[config.mk]
export PLATFORM = sky130hd
export DESIGN_NAME = keypad_scan_fifo
export DESIGN_NICKNAME = d
export VERILOG_FILES = /design/src/rtl/keypad_scan_fifo_pkg.sv /design/src/rtl/keypad_scan_fifo_evt_fifo.sv /design/src/rtl/keypad_scan_fifo.sv
export SDC_FILE = /design/constraint.sdc
export NUM_CORES = 1
export LEC_CHECK = 0
export ABC_CLOCK_PERIOD_IN_PS = 6900
export CORE_MARGIN = 8
export CORE_UTILIZATION = 25
export DETAILED_ROUTE_END_ITERATION = 7
export SLEW_MARGIN = 20
export SYNTH_ARGS = -nofsm -noshare
export SYNTH_HDL_FRONTEND = slang
export SYNTH_HIERARCHICAL = 1
export SYNTH_SLANG_ARGS = --single-unit
[constraint.sdc]
create_clock -name clk_in -period 6.9 [get_ports clk_in]
set_input_delay 2.07 -clock clk_in [delete_from_list [all_inputs] [get_ports clk_in]]
set_output_delay 2.07 -clock clk_in [all_outputs]
set_load 0.02 [all_outputs]
[src/rtl/keypad_scan_fifo_pkg.sv]
// Shared defaults and width helpers for the keypad scanner and its event FIFO.
// The event word is {key index, press bit}; widths derive from clog2 of the key count.
package keypad_scan_fifo_pkg;

   localparam int ROWS_DEF           = 4;
   localparam int COLS_DEF           = 4;
   localparam int SCAN_DIV_DEF       = 24000;
   localparam int DEBOUNCE_SCANS_DEF = 3;
   localparam int FIFO_DEPTH_DEF     = 4;

   function automatic int clog2(input int value);
      int result;
      int rem;
      result = 0;
      rem    = value - 1;
      while (rem > 0) begin
         result++;
         rem = rem >> 1;
      end
      return result;
   endfunction

   // Never returns zero so a degenerate parameter still yields a legal vector.
   function automatic int width_of(input int value);
      return (clog2(value) > 0) ? clog2(value) : 1;
   endfunction

endpackage

[src/rtl/keypad_scan_fifo_evt_fifo.sv]
// Synchronous event FIFO. The head is presented combinationally from storage while
// occupied; when empty the last popped word is held on dout.
module evt_fifo
   import keypad_scan_fifo_pkg::*;
#(
   parameter int WIDTH = 5,
   parameter int DEPTH = 4
) (
   input  logic             clk,
   input  logic             rst_n,
   input  logic             push,
   input  logic [WIDTH-1:0] din,
   input  logic             pop,
   output logic [WIDTH-1:0] dout,
   output logic             full,
   output logic             empty
);

   localparam int AW = width_of(DEPTH);

   logic [WIDTH-1:0] mem [DEPTH];
   logic [AW-1:0]    wr_ptr;
   logic [AW-1:0]    rd_ptr;
   logic [AW:0]      count;
   logic [WIDTH-1:0] last_q;
   logic             do_push;
   logic             do_pop;

   assign empty   = (count == '0);
   assign full    = (count == (AW+1)'(DEPTH));
   assign do_pop  = pop && !empty;
   // A full FIFO still takes a push when the head leaves in the same cycle.
   assign do_push = push && (!full || do_pop);
   assign dout    = empty ? last_q : mem[rd_ptr];

   always_ff @(posedge clk) begin
      if (do_push) begin
         mem[wr_ptr] <= din;
      end
   end

   always_ff @(posedge clk or negedge rst_n) begin
      if (!rst_n) begin
         wr_ptr <= '0;
         rd_ptr <= '0;
         count  <= '0;
         last_q <= '0;
      end else begin
         if (do_push) begin
            wr_ptr <= wr_ptr + 1'b1;
         end
         if (do_pop) begin
            rd_ptr <= rd_ptr + 1'b1;
            last_q <= mem[rd_ptr];
         end
         case ({do_push, do_pop})
            2'b10:   count <= count + 1'b1;
            2'b01:   count <= count - 1'b1;
            default: count <= count;
         endcase
      end
   end

endmodule

[src/rtl/keypad_scan_fifo.sv]
// Row-scanning keypad reader: one active-low row per slot, columns sampled mid-slot,
// per-key debounce counters, and press/release events queued in a small FIFO.
module keypad_scan_fifo
   import keypad_scan_fifo_pkg::*;
#(
   parameter int ROWS           = ROWS_DEF,
   parameter int COLS           = COLS_DEF,
   parameter int SCAN_DIV       = SCAN_DIV_DEF,
   parameter int DEBOUNCE_SCANS = DEBOUNCE_SCANS_DEF,
   parameter int FIFO_DEPTH     = FIFO_DEPTH_DEF
) (
   input  logic                              clk_in,
   input  logic                              rst_n_in,
   input  logic [COLS-1:0]                   col_in,
   output logic [ROWS-1:0]                   row_out,
   output logic [ROWS*COLS-1:0]              key_state,
   output logic                              evt_valid,
   input  logic                              evt_ready,
   output logic [width_of(ROWS*COLS)-1:0]    evt_code,
   output logic                              evt_press,
   output logic                              ovf_flag,
   input  logic                              ovf_clr
);

   localparam int KEYS    = ROWS * COLS;
   localparam int KW      = width_of(KEYS);
   localparam int RW      = width_of(ROWS);
   localparam int CLW     = width_of(COLS);
   localparam int SW      = width_of(SCAN_DIV);
   localparam int CW      = width_of(DEBOUNCE_SCANS);
   localparam int EVAL_LO = SCAN_DIV / 2 + 1;
   localparam int EVAL_HI = SCAN_DIV / 2 + COLS;

   logic [SW-1:0]   slot_cnt;
   logic [RW-1:0]   row_idx;
   logic [RW-1:0]   next_row;
   logic            slot_wrap;
   logic [COLS-1:0] col_s1;
   logic [COLS-1:0] col_s2;
   logic [COLS-1:0] col_cap;
   logic [CW-1:0]   db_cnt [KEYS];

   logic            eval_en;
   logic [CLW-1:0]  eval_col;
   logic [KW-1:0]   key_idx;
   logic            raw;
   logic            cur_state;
   logic [CW-1:0]   cur_cnt;
   logic            differ;
   logic            qualify;
   logic            drop;

   logic            fifo_full;
   logic            fifo_empty;
   logic [KW:0]     fifo_din;
   logic [KW:0]     fifo_dout;

   // Slot timing and the key currently under evaluation.
   always_comb begin
      slot_wrap = (slot_cnt == SW'(SCAN_DIV - 1));
      next_row  = (row_idx == RW'(ROWS - 1)) ? '0 : row_idx + 1'b1;
      eval_en   = (slot_cnt >= SW'(EVAL_LO)) && (slot_cnt <= SW'(EVAL_HI));
      eval_col  = CLW'(slot_cnt - SW'(EVAL_LO));
      key_idx   = KW'(int'(row_idx) * COLS + int'(eval_col));
      raw       = ~col_cap[eval_col];
      cur_state = key_state[key_idx];
      cur_cnt   = db_cnt[key_idx];
      differ    = eval_en && (raw != cur_state);
      qualify   = differ && (cur_cnt == CW'(DEBOUNCE_SCANS - 1));
      // The toggled state equals the raw sample, so it doubles as the press bit.
      fifo_din  = {key_idx, raw};
      drop      = qualify && fifo_full && !evt_ready;
   end

   always_ff @(posedge clk_in or negedge rst_n_in) begin
      if (!rst_n_in) begin
         slot_cnt  <= '0;
         row_idx   <= '0;
         row_out   <= ~(ROWS'(1));
         col_s1    <= '1;
         col_s2    <= '1;
         col_cap   <= '1;
         key_state <= '0;
         ovf_flag  <= 1'b0;
         for (int k = 0; k < KEYS; k++) begin
            db_cnt[k] <= '0;
         end
      end else begin
         slot_cnt <= slot_wrap ? '0 : slot_cnt + 1'b1;
         if (slot_wrap) begin
            row_idx <= next_row;
            row_out <= ~(ROWS'(1) << next_row);
         end

         col_s1 <= col_in;
         col_s2 <= col_s1;
         // Mid-slot capture leaves half a slot for the row drive to settle.
         if (slot_cnt == SW'(SCAN_DIV / 2)) begin
            col_cap <= col_s2;
         end

         if (eval_en) begin
            if (!differ) begin
               db_cnt[key_idx] <= '0;
            end else if (qualify) begin
               key_state[key_idx] <= raw;
               db_cnt[key_idx]    <= '0;
            end else begin
               db_cnt[key_idx] <= cur_cnt + 1'b1;
            end
         end

         if (drop) begin
            ovf_flag <= 1'b1;
         end else if (ovf_clr) begin
            ovf_flag <= 1'b0;
         end
      end
   end

   evt_fifo #(
      .WIDTH (KW + 1),
      .DEPTH (FIFO_DEPTH)
   ) u_evt_fifo (
      .clk   (clk_in),
      .rst_n (rst_n_in),
      .push  (qualify),
      .din   (fifo_din),
      .pop   (evt_ready),
      .dout  (fifo_dout),
      .full  (fifo_full),
      .empty (fifo_empty)
   );

   assign evt_valid = !fifo_empty;
   assign evt_code  = fifo_dout[KW:1];
   assign evt_press = fifo_dout[0];

endmodule

* After elaboration in Yosys (flattened, before gate mapping)
Memories as Yosys holds them, arrays and structs flattened. Index checks and enable logic that the tools add are counted.
Operators by class: add/subtract/negate cells 9, magnitude comparators 7, equality and inequality tests 8, shift operators 1, multiplexer cells 23, bitwise gates (word level) 5, reductions and logical operators 17
Operators by type and width (number):
- 32-bit 2-to-1 mux | 2
- 32-bit bitwise AND | 1
- 32-bit bitwise mux | 1
- 32-bit inverter | 1
- 16-bit bitwise mux | 1
- 15-bit by 1-bit adder with 15-bit output, second input constant | 1
- 15-bit by 14-bit == test with 1-bit output, second input constant | 1
- 15-bit == test, second input constant | 1
- 15-bit by 14-bit greater-or-equal comparator with 1-bit output, second input constant | 1
- 15-bit by 14-bit less-or-equal comparator with 1-bit output, second input constant | 1
- 15-bit 2-to-1 mux | 1
- 1-bit logical AND | 9
- 2-bit by 1-bit adder with 2-bit output, second input constant | 4
- 2-bit binary-select mux with 4-bit select | 1
- 2-bit demux with 4-bit select | 1
- 2-bit 2-to-1 mux | 4
- 1-bit 2-to-1 mux | 7
- 2-bit == test, second input constant | 3
- 3-bit one-hot mux with 2 select lines | 1
- 5-bit greater-or-equal comparator, second input constant | 1
- 4-bit by 5-bit less-than comparator with 1-bit output, second input constant | 1
- 5-bit by 1-bit less-than comparator with 1-bit output, second input constant | 1
- 5-bit 2-to-1 mux | 1
- 4-bit inverter with 5-bit output | 1
- other kinds (20) | 23
Word-level totals: bits in registers 94, RAM bits 20, input bits 8, output and inout bits 27, word-level logic and storage cells 99, memories kept 1
Memories:
- u_evt_fifo.mem | words 4, width 5, read ports 1, clocked after memory_dff 0, write ports 1, RTL line keypad_scan_fifo_evt_fifo.sv:21 | logic [WIDTH-1:0] mem [DEPTH];

* Longest topological paths before layout
Gate-level depths: netlist (run 1).
word-level depth 11, mapped depth 16

* By module
Netlist (run 1), hierarchy kept.
Modules (own cells, without submodules):
- keypad_scan_fifo | times used 1, cells an instance 362, area each 4240.3 µm², seq. area each 2070.7 µm²
- evt_fifo | times used 1, cells an instance 90, area each 1465.2 µm², seq. area each 900.9 µm²

* Worst setup path after synthesis (run 1)
No wires, ideal clock.
path type flip-flop to flip-flop, from reg slot_cnt[0], to reg u_evt_fifo.count[2], data arrival time 3.557 ns, path slack 3.263 ns, stages on the path, launching flop included 16, clock period less this slack 3.637 ns, cell sequence dfrtp_1 -> clkbuf_2 -> inv_1 -> ha_1 -> clkbuf_8 -> mux4_2 -> mux4_1 -> ha_1 -> nand3_1 -> nor2_1 -> clkbuf_1 -> nand2b_1 -> fa_1 -> nand2b_1 -> o32ai_2 -> xor2_1
On the way: longest elaborated chain between the ends 11, elaborated cells between the ends (all ways) 23, classes of those cells add/sub: 2; order compare: 2; eq/ne: 4; mux: 8; bitwise: 2; reduce/logical: 5
RTL lines:
- start, declared | RTL line keypad_scan_fifo.sv:34 | logic [SW-1:0] slot_cnt;
- start signal, assigned | RTL line keypad_scan_fifo.sv:89 | slot_cnt <= slot_wrap ? '0 : slot_cnt + 1'b1;
- 2-bit by 1-bit subtractor with 2-bit output (*) | RTL line keypad_scan_fifo.sv:63 | eval_col = CLW'(slot_cnt - SW'(EVAL_LO));
- named net eval_col[0] | RTL line keypad_scan_fifo.sv:44 | logic [CLW-1:0] eval_col;
- 4-bit by 2-bit adder with 4-bit output | RTL line keypad_scan_fifo.sv:64 | key_idx = KW'(int'(row_idx) * COLS + int'(eval_col));
- 4-bit inverter with 5-bit output (implied by the code) | RTL line keypad_scan_fifo.sv:67 | cur_cnt = db_cnt[key_idx];
- 2-bit binary-select mux with 4-bit select | RTL line keypad_scan_fifo.sv:67
- 2-bit 2-to-1 mux (implied by the code) (2 in series) | RTL line keypad_scan_fifo.sv:67
- 2-bit == test | RTL line keypad_scan_fifo.sv:69 | qualify = differ && (cur_cnt == CW'(DEBOUNCE_SCANS - 1));
- 1-bit logical AND (*) | RTL line keypad_scan_fifo.sv:69
- named net qualify | RTL line keypad_scan_fifo.sv:50 | logic qualify;
- 1-bit logical AND (*) | RTL line keypad_scan_fifo_evt_fifo.sv:33 | assign do_push = push && (!full || do_pop);
- 2-bit by 1-bit == test with 1-bit output / 2-bit == test (equally long branches) | RTL line keypad_scan_fifo_evt_fifo.sv:56 | case ({do_push, do_pop})
- 3-bit one-hot mux with 2 select lines / 2-bit nonzero test (equally long branches)
- end signal, assigned | RTL line keypad_scan_fifo_evt_fifo.sv:57 | 2'b10: count <= count + 1'b1;
- end signal, assigned | RTL line keypad_scan_fifo_evt_fifo.sv:58 | 2'b01: count <= count - 1'b1;
- end signal, assigned | RTL line keypad_scan_fifo_evt_fifo.sv:59 | default: count <= count;
- end, declared | RTL line keypad_scan_fifo_evt_fifo.sv:24 | logic [AW:0] count;
The timed path passes the listed nets; every way through them passes the cells marked *. The select of a mux whose other input is x is not followed. A chain may end at the register's enable or synchronous reset.

* Worst setup path in the final report (run 1)
from reg slot_cnt[0], to reg u_evt_fifo.count[1]
The elaborated chain is that of the path after synthesis.

==> results.cfg, run 1 <==
[logic_synthesis]
synth_edf_count = 20
syn_nets = 478
synth_area_leaders = dfrtp_1, edfxtp_1, dfstp_2
ys_seq_area_share_pct = 52.1
ys_ff_latch = 114
yosys.area_share.simple_pct = 11.4
synth_top_cell_area_share_pct = 34.6
synth-xor-area-share_pct = 2.89
post_synth_mux_area_share_pct = 15.5
yosysWarnings = 6
synth.avg_cell_area_sq_um = 12.6
yosys.area.top_type = dfrtp_1
ys.flop_type = dfrtp_1
netlist_area_sq_um = 5710
synthAdderAreaFrac_pct = 4.08
synth_top_family_by_area = multiplexers
ys_async_sr_fraction_pct = 82.5
synthDistinctLibCells = 58
synthCells = 452
synth_compound_area_share_pct = 9.32

[global_routing]
grt_use_met3_pct = 2.81
overflow = 0
grt_pass1_vias = 3854
grt_util_met2_pct = 15.8
antenna_found_initial = 0
grt_use_met1_pct = 11.2
track_usage_pct = 9.59
grt_first_pass_wirelength_microns = 21000
grt_start_max_net_pins = 51
busiest_layer = met2

[sta]
tns_ps = 0
hold_viol_final = 0
max_slew_margin_pct = 37.2
whs_ps = 354
slew_viol_final = 0
max_freq_mhz = 219
setup_ws_ps = 2330
finalCritPeriodShare_pct = 66.2
rsz0062_at_grt = false
fin_crit_ps = 4570
final-setup-viol-count = 0
skew_ps = 11.0
worstMarginPinSlew_ps = 938

[worst_setup_path]
crit_required_ps = 7230
start_kind = register
critPathMaxFanout = 17
crit_type = reg2reg
crit_arrival_ps = 4890
crit_path_end_kind = register

[die]
fp.coreArea_sq_um = 22500
die-height_microns = 167
start_util_pct = 25.4
die_width_microns = 167
dieArea_sq_um = 27900
rows = 55
ios = 35

[cts]
clock_latency_ps = 420
cts_max_path_buffers = 2
cts_setup_buffers = 0
clk_pin_slew_ps = 60
postCtsHoldBufs = 0
clock_tree.root_cell = clkbuf_16
tritoncts = yes
cts_made_buffers = 17
cts.sinks = 114
h-tree-depth = 4
cts_resized = 0

[placement]
port_buffers = 34
place_ws_ps = 2300
gp_congestion = 0.820
hpwl_microns = 9170

[run]
drv_cap = 0

[pwr]
p_leak_nw = 2.78
peakVddDrop_v = 0.000125
power_density_nw_per_um2 = 267

[layout]
nets = 508
final_cell_mix = dfrtp_1, nand2_1, clkdlybuf4s50_1
final_core_util_pct = 30.6
syn_to_final_growth_pct = 20.8
drive_gt1_share_pct = 21.6
diodes = 0
final_common_cell = dfrtp_1

[detailed_routing]
first_pass_iters = 5
drc = 0
routed_wl_microns = 12900
drt_iter0_markers = 403
antenna_left = 0
wire_per_inst_microns = 16.5
via_count = 3755
avgViaCountPerCell = 4.81

[status]
status = finished clean

[worst_hold_path]
hold_path.class = reg2reg
[worst max-delay path: stages (launching register included)]
cell	delay [ps]
dfrtp_1	810
inv_1	370
ha_1	620
mux4_2	370
mux2i_1	140
mux2_2	190
ha_1	280
nand3_1	100
nor2_1	550
nand2b_1	220
fa_1	440
inv_1	70
o2111ai_1	100
a22oi_1	200
[area by class of cell]
type	instances	area (sq um)
inverter	17	63.8
timing repair buffer	37	360
tap	285	357
multi-input combinational	295	2470
clock buffer	24	567
clock inverter	8	106
fill	2241	15600
sequential	114	2970
[state kept, by name (all words and copies together) (netlist names)]
name               cells
col_cap                4
ovf_flag               1
col_s2                 4
row_idx                2
db_cnt                32
u_evt_fifo/rd_ptr      2
u_evt_fifo/wr_ptr      2
u_evt_fifo/count       3
slot_cnt              15
u_evt_fifo/last_q      5
u_evt_fifo/mem        20
key_state             16
row_out                4
col_s1                 4
[through the flow]
stage / instances / instance area, sq um / total power, mW
after floorplan: 452 / 5710 / 0.854
after global placement: 748 / 6220 / 0.887
after detailed placement: 748 / 6220 / 0.894
after CTS: 780 / 6890 / 1.87
after global routing: 780 / 6890 / 1.91
final: 780 / 6890 / 1.84
[layer usage]
layer,up-vias,part of all wire [%]
met3,19,4.2
li1,1743,-
met4,0,2.2
met2,79,49
met5,-,0
met1,1914,44
[synth_stat cells (all sizes together), types with 2 or more instances]
master and n:
nand2b 2, clkbuf 14, nor2 11, o2111ai 2, nor4 2, mux2i 4
nand3 17, o21ai 28, nor2b 2, dfrtp 79, nor3 8, ha 17
or4b 2, mux2 33, buf 11, nand3b 2, and2 9, a41oi 4
o31ai 14, nand2 33, nand4 18, mux4 20, inv 16, a21oi 17
edfxtp 20, or3 2, a31oi 12, xnor2 9, and3 4, xor2 9
dfstp 15
[worst paths after layout]
kind | end | startpoint | cells after the start | slack [ps]
max | u_evt_fifo/count[1] | slot_cnt[0] | 13 | 2330
min | col_s2[0] | col_s1[0] | 0 | 350
max reg2reg | u_evt_fifo/count[1] | slot_cnt[0] | 13 | 2330
min reg2reg | col_s2[0] | col_s1[0] | 0 | 350
max in group asynchronous | key_state[15] | rst_n_in | 2 | 4180
min in group asynchronous | db_cnt[22] | rst_n_in | 1 | 1650
[power breakdown]
part	internal [mW]	leakage, nW	total, mW	switching, mW
combinational	0.0702	1.07	0.137	0.0672
clock	0.648	0.326	0.959	0.310
sequential	0.708	1.39	0.744	0.0356
total	1.43	2.78	1.84	0.413
[kinds of logic after synthesis]
logic type | Yosys count
simple gates | 117
xor+xnor | 18
buf+inv | 43
mux | 57
compound gates | 85
flops | 114
fa+ha+maj | 18
No activity file was read; power rests on OpenSTA's default activity.
==> inputs of run 2 (changes only) <==
Settings changed: ABC_CLOCK_PERIOD_IN_PS 6900 to 3700.
Clock period 6.9 ns to 3.7 ns, I/O delays scaled along.
==> run 2 against run 1 <==
Worst hold slack better by 0.92 ps; via count is 1.9% higher; clock skew decreased by 1.9 ps; first-iteration DRC count fell by 18%; sequential cell count unchanged; sequential share of layout area decreased by 0.062 points; critical endpoint is now evt_code[3]; largest cell class unchanged; largest power group unchanged.
==> results.cfg, run 2 (same netlist as run 1, synthesis figures left out) <==
[detailed_routing]
via_count = 3826
routed_wl_microns = 13000
first_pass_iters = 4
antenna_left = 0
drc = 0
wire_per_inst_microns = 16.4
avgViaCountPerCell = 4.84
wl_met1_microns = 5610
dr_wl_met2_microns = 6300
met3_length_microns = 750
drt_iter0_markers = 330
highest_layer = met4

[layout]
drive_gt1_share_pct = 23.2
nets = 518
final_cell_mix = dfrtp_1, nand2_1, clkdlybuf4s50_1
diodes = 0
largest_register_ffs = 32
top_regs = db_cnt: 32 flops, u_evt_fifo/mem: 20 flops, key_state: 16 flops
layoutNonFillerInstCount = 790
final_common_cell = dfrtp_1
largest_register = db_cnt
syn_to_final_growth_pct = 21.0

[placement]
dp.cells = 758
port_buffers = 34
hpwl_microns = 9370
place_ws_ps = 150
gp_congestion = 0.805

[pwr]
p_leak_nw = 2.80
peakVddDrop_v = 0.000297
power_density_nw_per_um2 = 474

[sta]
tns_ps = 0
whs_ps = 355
finalCritPeriodShare_pct = 94.9
max_slew_margin_pct = 41.8
worstMarginPinSlew_ps = 872
skew_ps = 9.06
final-setup-viol-count = 0
fin_crit_ps = 3510
setup_ws_ps = 190
hold_viol_final = 0
rsz0062_at_grt = false
max_freq_mhz = 285
slew_viol_final = 0

[run]
drv_cap = 0

[worst_setup_path]
crit_required_ps = 2590
critPathMaxFanout = 7
crit_path_end_kind = output pin
crit_arrival_ps = 2400
reg2reg_depth = 12
start_kind = register
crit_type = reg2out

[cts]
cts_made_buffers = 17
postCtsHoldBufs = 0
clock_tree.root_cell = clkbuf_16
h-tree-depth = 4
clock_latency_ps = 420
clk_pin_slew_ps = 50
cts.sinks = 114
cts_max_path_buffers = 2
tritoncts = yes

[global_routing]
antenna_found_initial = 1
grt_first_pass_wirelength_microns = 21600
overflow = 0
track_usage_pct = 9.75
grt_start_max_net_pins = 54
grt_pass1_vias = 4033

[die]
die_width_microns = 167
rows = 55
ios = 35
fp.coreArea_sq_um = 22500
start_util_pct = 25.4
die-height_microns = 167
dieArea_sq_um = 27900

[worst_hold_path]
hold_depth = 0
hold_path.class = reg2reg

[status]
status = finished clean
==> run 2: cell count changes in the layout (fill, tap and decap cells not counted), moves of 2 or more <==
cell       delta
clkinv_4      -2
buf_4         +9
clkbuf_16     -3
clkbuf_1      +2
clkinv_2      +5
==> run 2: metal layers <==
metal | global-route usage, % | vias to the layer above
met2 | 16.0 | 108
met1 | 11.4 | 1921
met5 | 0 | -
li1 | - | 1770
met3 | 3.24 | 27
met4 | 4.54 | 0
==> run 2: critical path, cell delays in order (launching register included) <==
cell and delay (ps):
dfrtp_1 450, nor3_2 580, mux2_2 410, clkdlybuf4s50_1 540
==> run 2: worst paths after layout <==
path                                     start             endpoint  slack, ps
setup / recovery           u_evt_fifo/count[1]          evt_code[3]        190
max in group asynchronous             rst_n_in            col_s2[3]       2240
setup reg to reg                   slot_cnt[1]  u_evt_fifo/count[2]        250
min in group asynchronous             rst_n_in            db_cnt[8]        750
hold / removal                       col_s1[3]            col_s2[3]        360
hold reg to reg                      col_s1[3]            col_s2[3]        360
==> run 2: area by class of cell <==
| type | count | area, sq um |
|---|---|---|
| multi-input combinational | 295 | 2470 |
| clock inverter | 10 | 105 |
| clock buffer | 22 | 485 |
| timing repair buffer | 47 | 448 |
| sequential | 114 | 2970 |
| tap | 285 | 357 |
| inverter | 17 | 63.8 |
| fill | 2224 | 15600 |
==> run 2: timing repair <==
item | CTS | global route
endpoints found under the setup margin | 0 | 17
gates resized for setup | 0 | 2
setup buffers | 0 | 0
==> run 2: metrics by stage <==
stage / total power, mW / utilization, % / instance area, sq um
6_report: 3.27 / 30.7 / 6900
5_1_grt: 3.41 / 30.7 / 6900
4_1_cts: 3.31 / 30.7 / 6900
3_5_place_dp: 1.68 / 28.0 / 6310
3_3_place_gp: 1.66 / 28.0 / 6310
2_1_floorplan: 1.59 / - / 5710
==> run 2: report_power, final <==
| group | total, mW | internal, mW | switching, mW | leakage (nW) |
|---|---|---|---|---|
| clock network | 1.62 | 1.06 | 0.558 | 0.291 |
| logic | 0.265 | 0.136 | 0.130 | 1.12 |
| registers | 1.39 | 1.32 | 0.0681 | 1.39 |
| total | 3.27 | 2.51 | 0.756 | 2.80 |
==> inputs of run 3 (changes only) <==
--- a/config.mk
+++ b/config.mk
@@ -6,4 +6,5 @@
 export NUM_CORES = 1
 export LEC_CHECK = 0
+export ABC_AREA = 1
 export ABC_CLOCK_PERIOD_IN_PS = 3700
 export CORE_MARGIN = 8
==> constraint.sdc (replaced) <==
create_clock -name clk_in -period 3.7 [get_ports clk_in]
set_input_delay 1.11 -clock clk_in [delete_from_list [all_inputs] [get_ports clk_in]]
set_output_delay 1.11 -clock clk_in [all_outputs]
set_load 0.05 [all_outputs]
==> run 3 against run 2 <==
Via count is 29% higher; utilization increased by 0.14 points; worst hold slack got worse by 7.3 ps; setup slack gained 240 ps; sequential cell count is the same; critical endpoint is now evt_press; largest cell class unchanged.
==> results.cfg, run 3 <==
[status]
status = finished clean

[sta]
skew_ps = 7.89
slew_viol_final = 0
rsz0062_at_grt = false
fin_crit_ps = 3270
final-setup-viol-count = 0
tns_ps = 0
setup_ws_ps = 428
finalCritPeriodShare_pct = 88.4
max_freq_mhz = 306
whs_ps = 348
hold_viol_final = 0
worstMarginPinSlew_ps = 644
max_slew_margin_pct = 57.0

[logic_synthesis]
ys_async_sr_fraction_pct = 82.5
post_synth_mux_area_share_pct = 4.51
ys.flop_type = dfrtp_1
ys_seq_area_share_pct = 48.7
yosysMostFrequentCell = nand2_1
synth_top_family_by_area = simple AND/OR/NAND/NOR gates
yosys.area.top_type = dfrtp_1
ys_ff_latch = 114
synthCells = 737
synth_compound_area_share_pct = 8.01
yosys.area_share.simple_pct = 25.9
synth.top_cells.by_count = nand2_1, inv_1, dfrtp_1, nand3_1, nor2_1
synthDistinctLibCells = 45
synth_edf_count = 20
synth.avg_cell_area_sq_um = 8.29
syn_nets = 763
synth-xor-area-share_pct = 0.574
yosysWarnings = 6
synth_top_cell_area_share_pct = 32.4
netlist_area_sq_um = 6110
synthAdderAreaFrac_pct = 3.81
synth_area_leaders = dfrtp_1, nand2_1, edfxtp_1

[worst_setup_path]
rrSetupSlack_ps = 510
crit_path_end_kind = output pin
reg2reg_depth = 14
crit_required_ps = 2590
cp_cell_sequence = inv_1, nand2_1, nand3_1, nand2_1, o21ai_0, dlymetal6s2s_1
crit_arrival_ps = 2160
crit_type = reg2out
timing.critical_path.mode_cell = nand2_1
cp_num_buf_inv = 2
crit_family = buffers and inverters
crit_path_max_incr_delay_ps = 520
slowest_stage = dfrtp_1
r2r_end = u_evt_fifo/mem[2][0]
critPathMaxFanout = 12
r2r-start = slot_cnt[1]
start_kind = register

[die]
fp.coreArea_sq_um = 24200
start_util_pct = 25.3
rows = 57
ios = 35
die-height_microns = 172
dieArea_sq_um = 29700
die_width_microns = 172

[placement]
gp_congestion = 0.851
place_ws_ps = 466
port_buffers = 34
hpwl_microns = 10800

[cts]
cts_made_buffers = 17
h-tree-depth = 4
cts_setup_buffers = 0
cts.sinks = 114
clock_tree.root_cell = clkbuf_16
cts_max_path_buffers = 2
tritoncts = yes
clock_latency_ps = 420
clk_pin_slew_ps = 50

[pwr]
p_clk_share_pct = 44.6
net-switching-power_mw = 1.08
power_frac_seq_pct = 37.8
p_sw_share_pct = 29.2
p_leak_nw = 3.57
peakVddDrop_v = 0.000315
p_comb_share_pct = 17.6
power_mw = 3.71
internal-power_mw = 2.63
power_density_nw_per_um2 = 498

[layout]
largest_register_ffs = 32
multiInputGateArea_sq_um = 2620
fill_cells = 2500
diodes = 0
final_cell_mix = nand2_1, inv_1, dfrtp_1
final_common_cell = nand2_1
nets = 809
syn_to_final_growth_pct = 22.0
top_regs = db_cnt: 32 flops, u_evt_fifo/mem: 20 flops, key_state: 16 flops
drive_gt1_share_pct = 11.3
largest_register = db_cnt
regArea_sq_um = 2970

[worst_hold_path]
min_to = col_s2[0]
hold_path.class = reg2reg
hold_start = col_s1[0]
hold_depth = 0

[detailed_routing]
drt_iter0_markers = 424
avgViaCountPerCell = 4.40
drc = 0
antenna_left = 0
wire_per_inst_microns = 13.7
first_pass_iters = 5
via_count = 4929
routed_wl_microns = 15400

[run]
drv_cap = 0

[global_routing]
antenna_found_initial = 0
grt_start_max_net_pins = 58
grt_pass1_vias = 4946
grt_first_pass_wirelength_microns = 25900
track_usage_pct = 11.3
overflow = 0
==> run 3: cell count changes after synthesis, sizes merged, moves of 20 or more <==
cell / delta
nand2: +201
inv: +91
nand3: +39
nor2: +33
mux2: -29
o21ai: +27
mux4: -20
==> run 3: final cells by class <==
cell class              instances  share of cell area [%]
flip-flops and latches        114                    39.9
multi-input cells             496                    35.2
clock buffers                  21                    6.18
repair buffers                 46                    6.08
inverters                     108                    5.44
well taps                     324                    5.44
clock inverters                11                    1.81
==> run 3: worst max-delay path by stage <==
stage / to / cells past startpoint / slack (ps) / startpoint
final: evt_press / 6 / 430 / u_evt_fifo/rd_ptr[0]
after CTS: evt_code[1] / 6 / 10 / u_evt_fifo/rd_ptr[0]
after global routing: evt_code[1] / 6 / 180 / u_evt_fifo/rd_ptr[0]
after detailed placement: evt_press / 6 / 470 / u_evt_fifo/rd_ptr[0]
after global placement: evt_press / 6 / 470 / u_evt_fifo/rd_ptr[0]
after floorplan: u_evt_fifo/count[2] / 21 / 60 / slot_cnt[0]
==> run 3: timing repair <==
action / CTS / global route
endpoints found under the hold margin: 0 / 0
endpoints found under the setup margin: 0 / 5
gates resized for setup: 0 / 5
hold buffers: 0 / 0
==> run 3: cells by family after synthesis <==
family          count (synthesis)
compound gates                 85
simple gates                  362
fa+ha+maj                      18
buf+inv                       127
mux                            27
flops                         114
xor+xnor                        4
==> run 3: power groups by stage <==
stage | Sequential [mW] | Combinational (mW) | Clock [mW]
global route | 1.42 | 0.730 | 1.75
CTS | 1.41 | 0.668 | 1.69
detailed placement | 1.43 | 0.668 | 0
floorplan | 1.39 | 0.511 | 0
global placement | 1.43 | 0.665 | 0
finish | 1.41 | 0.653 | 1.66
==> run 3: stage by stage <==
step | utilization, % | cell area, sq um | instances
6_report | 30.8 | 7450 | 1120
5_1_grt | 30.8 | 7450 | 1120
4_1_cts | 30.7 | 7430 | 1120
3_5_place_dp | 28.3 | 6840 | 1088
3_3_place_gp | 28.3 | 6840 | 1088
2_1_floorplan | - | 6110 | 737
==> run 3: layer usage <==
metal,vias up,global-route usage (%),wire length (microns)
li1,2467,-,-
met1,2292,15.2,7480
met2,144,16.4,6550
met3,26,3.20,1050
met4,0,5.36,301
met5,-,0,0
==> run 3: worst register-to-register path: cells and delay by family (launching register included) <==
| family | cells | cell delay (ps) |
|---|---|---|
| buffers and inverters | 6 | 1000 |
| and+or+nand+nor | 3 | 650 |
| AOI/OAI and AO/OA | 4 | 540 |
| DFF | 1 | 370 |
| adders and majority gates | 1 | 270 |
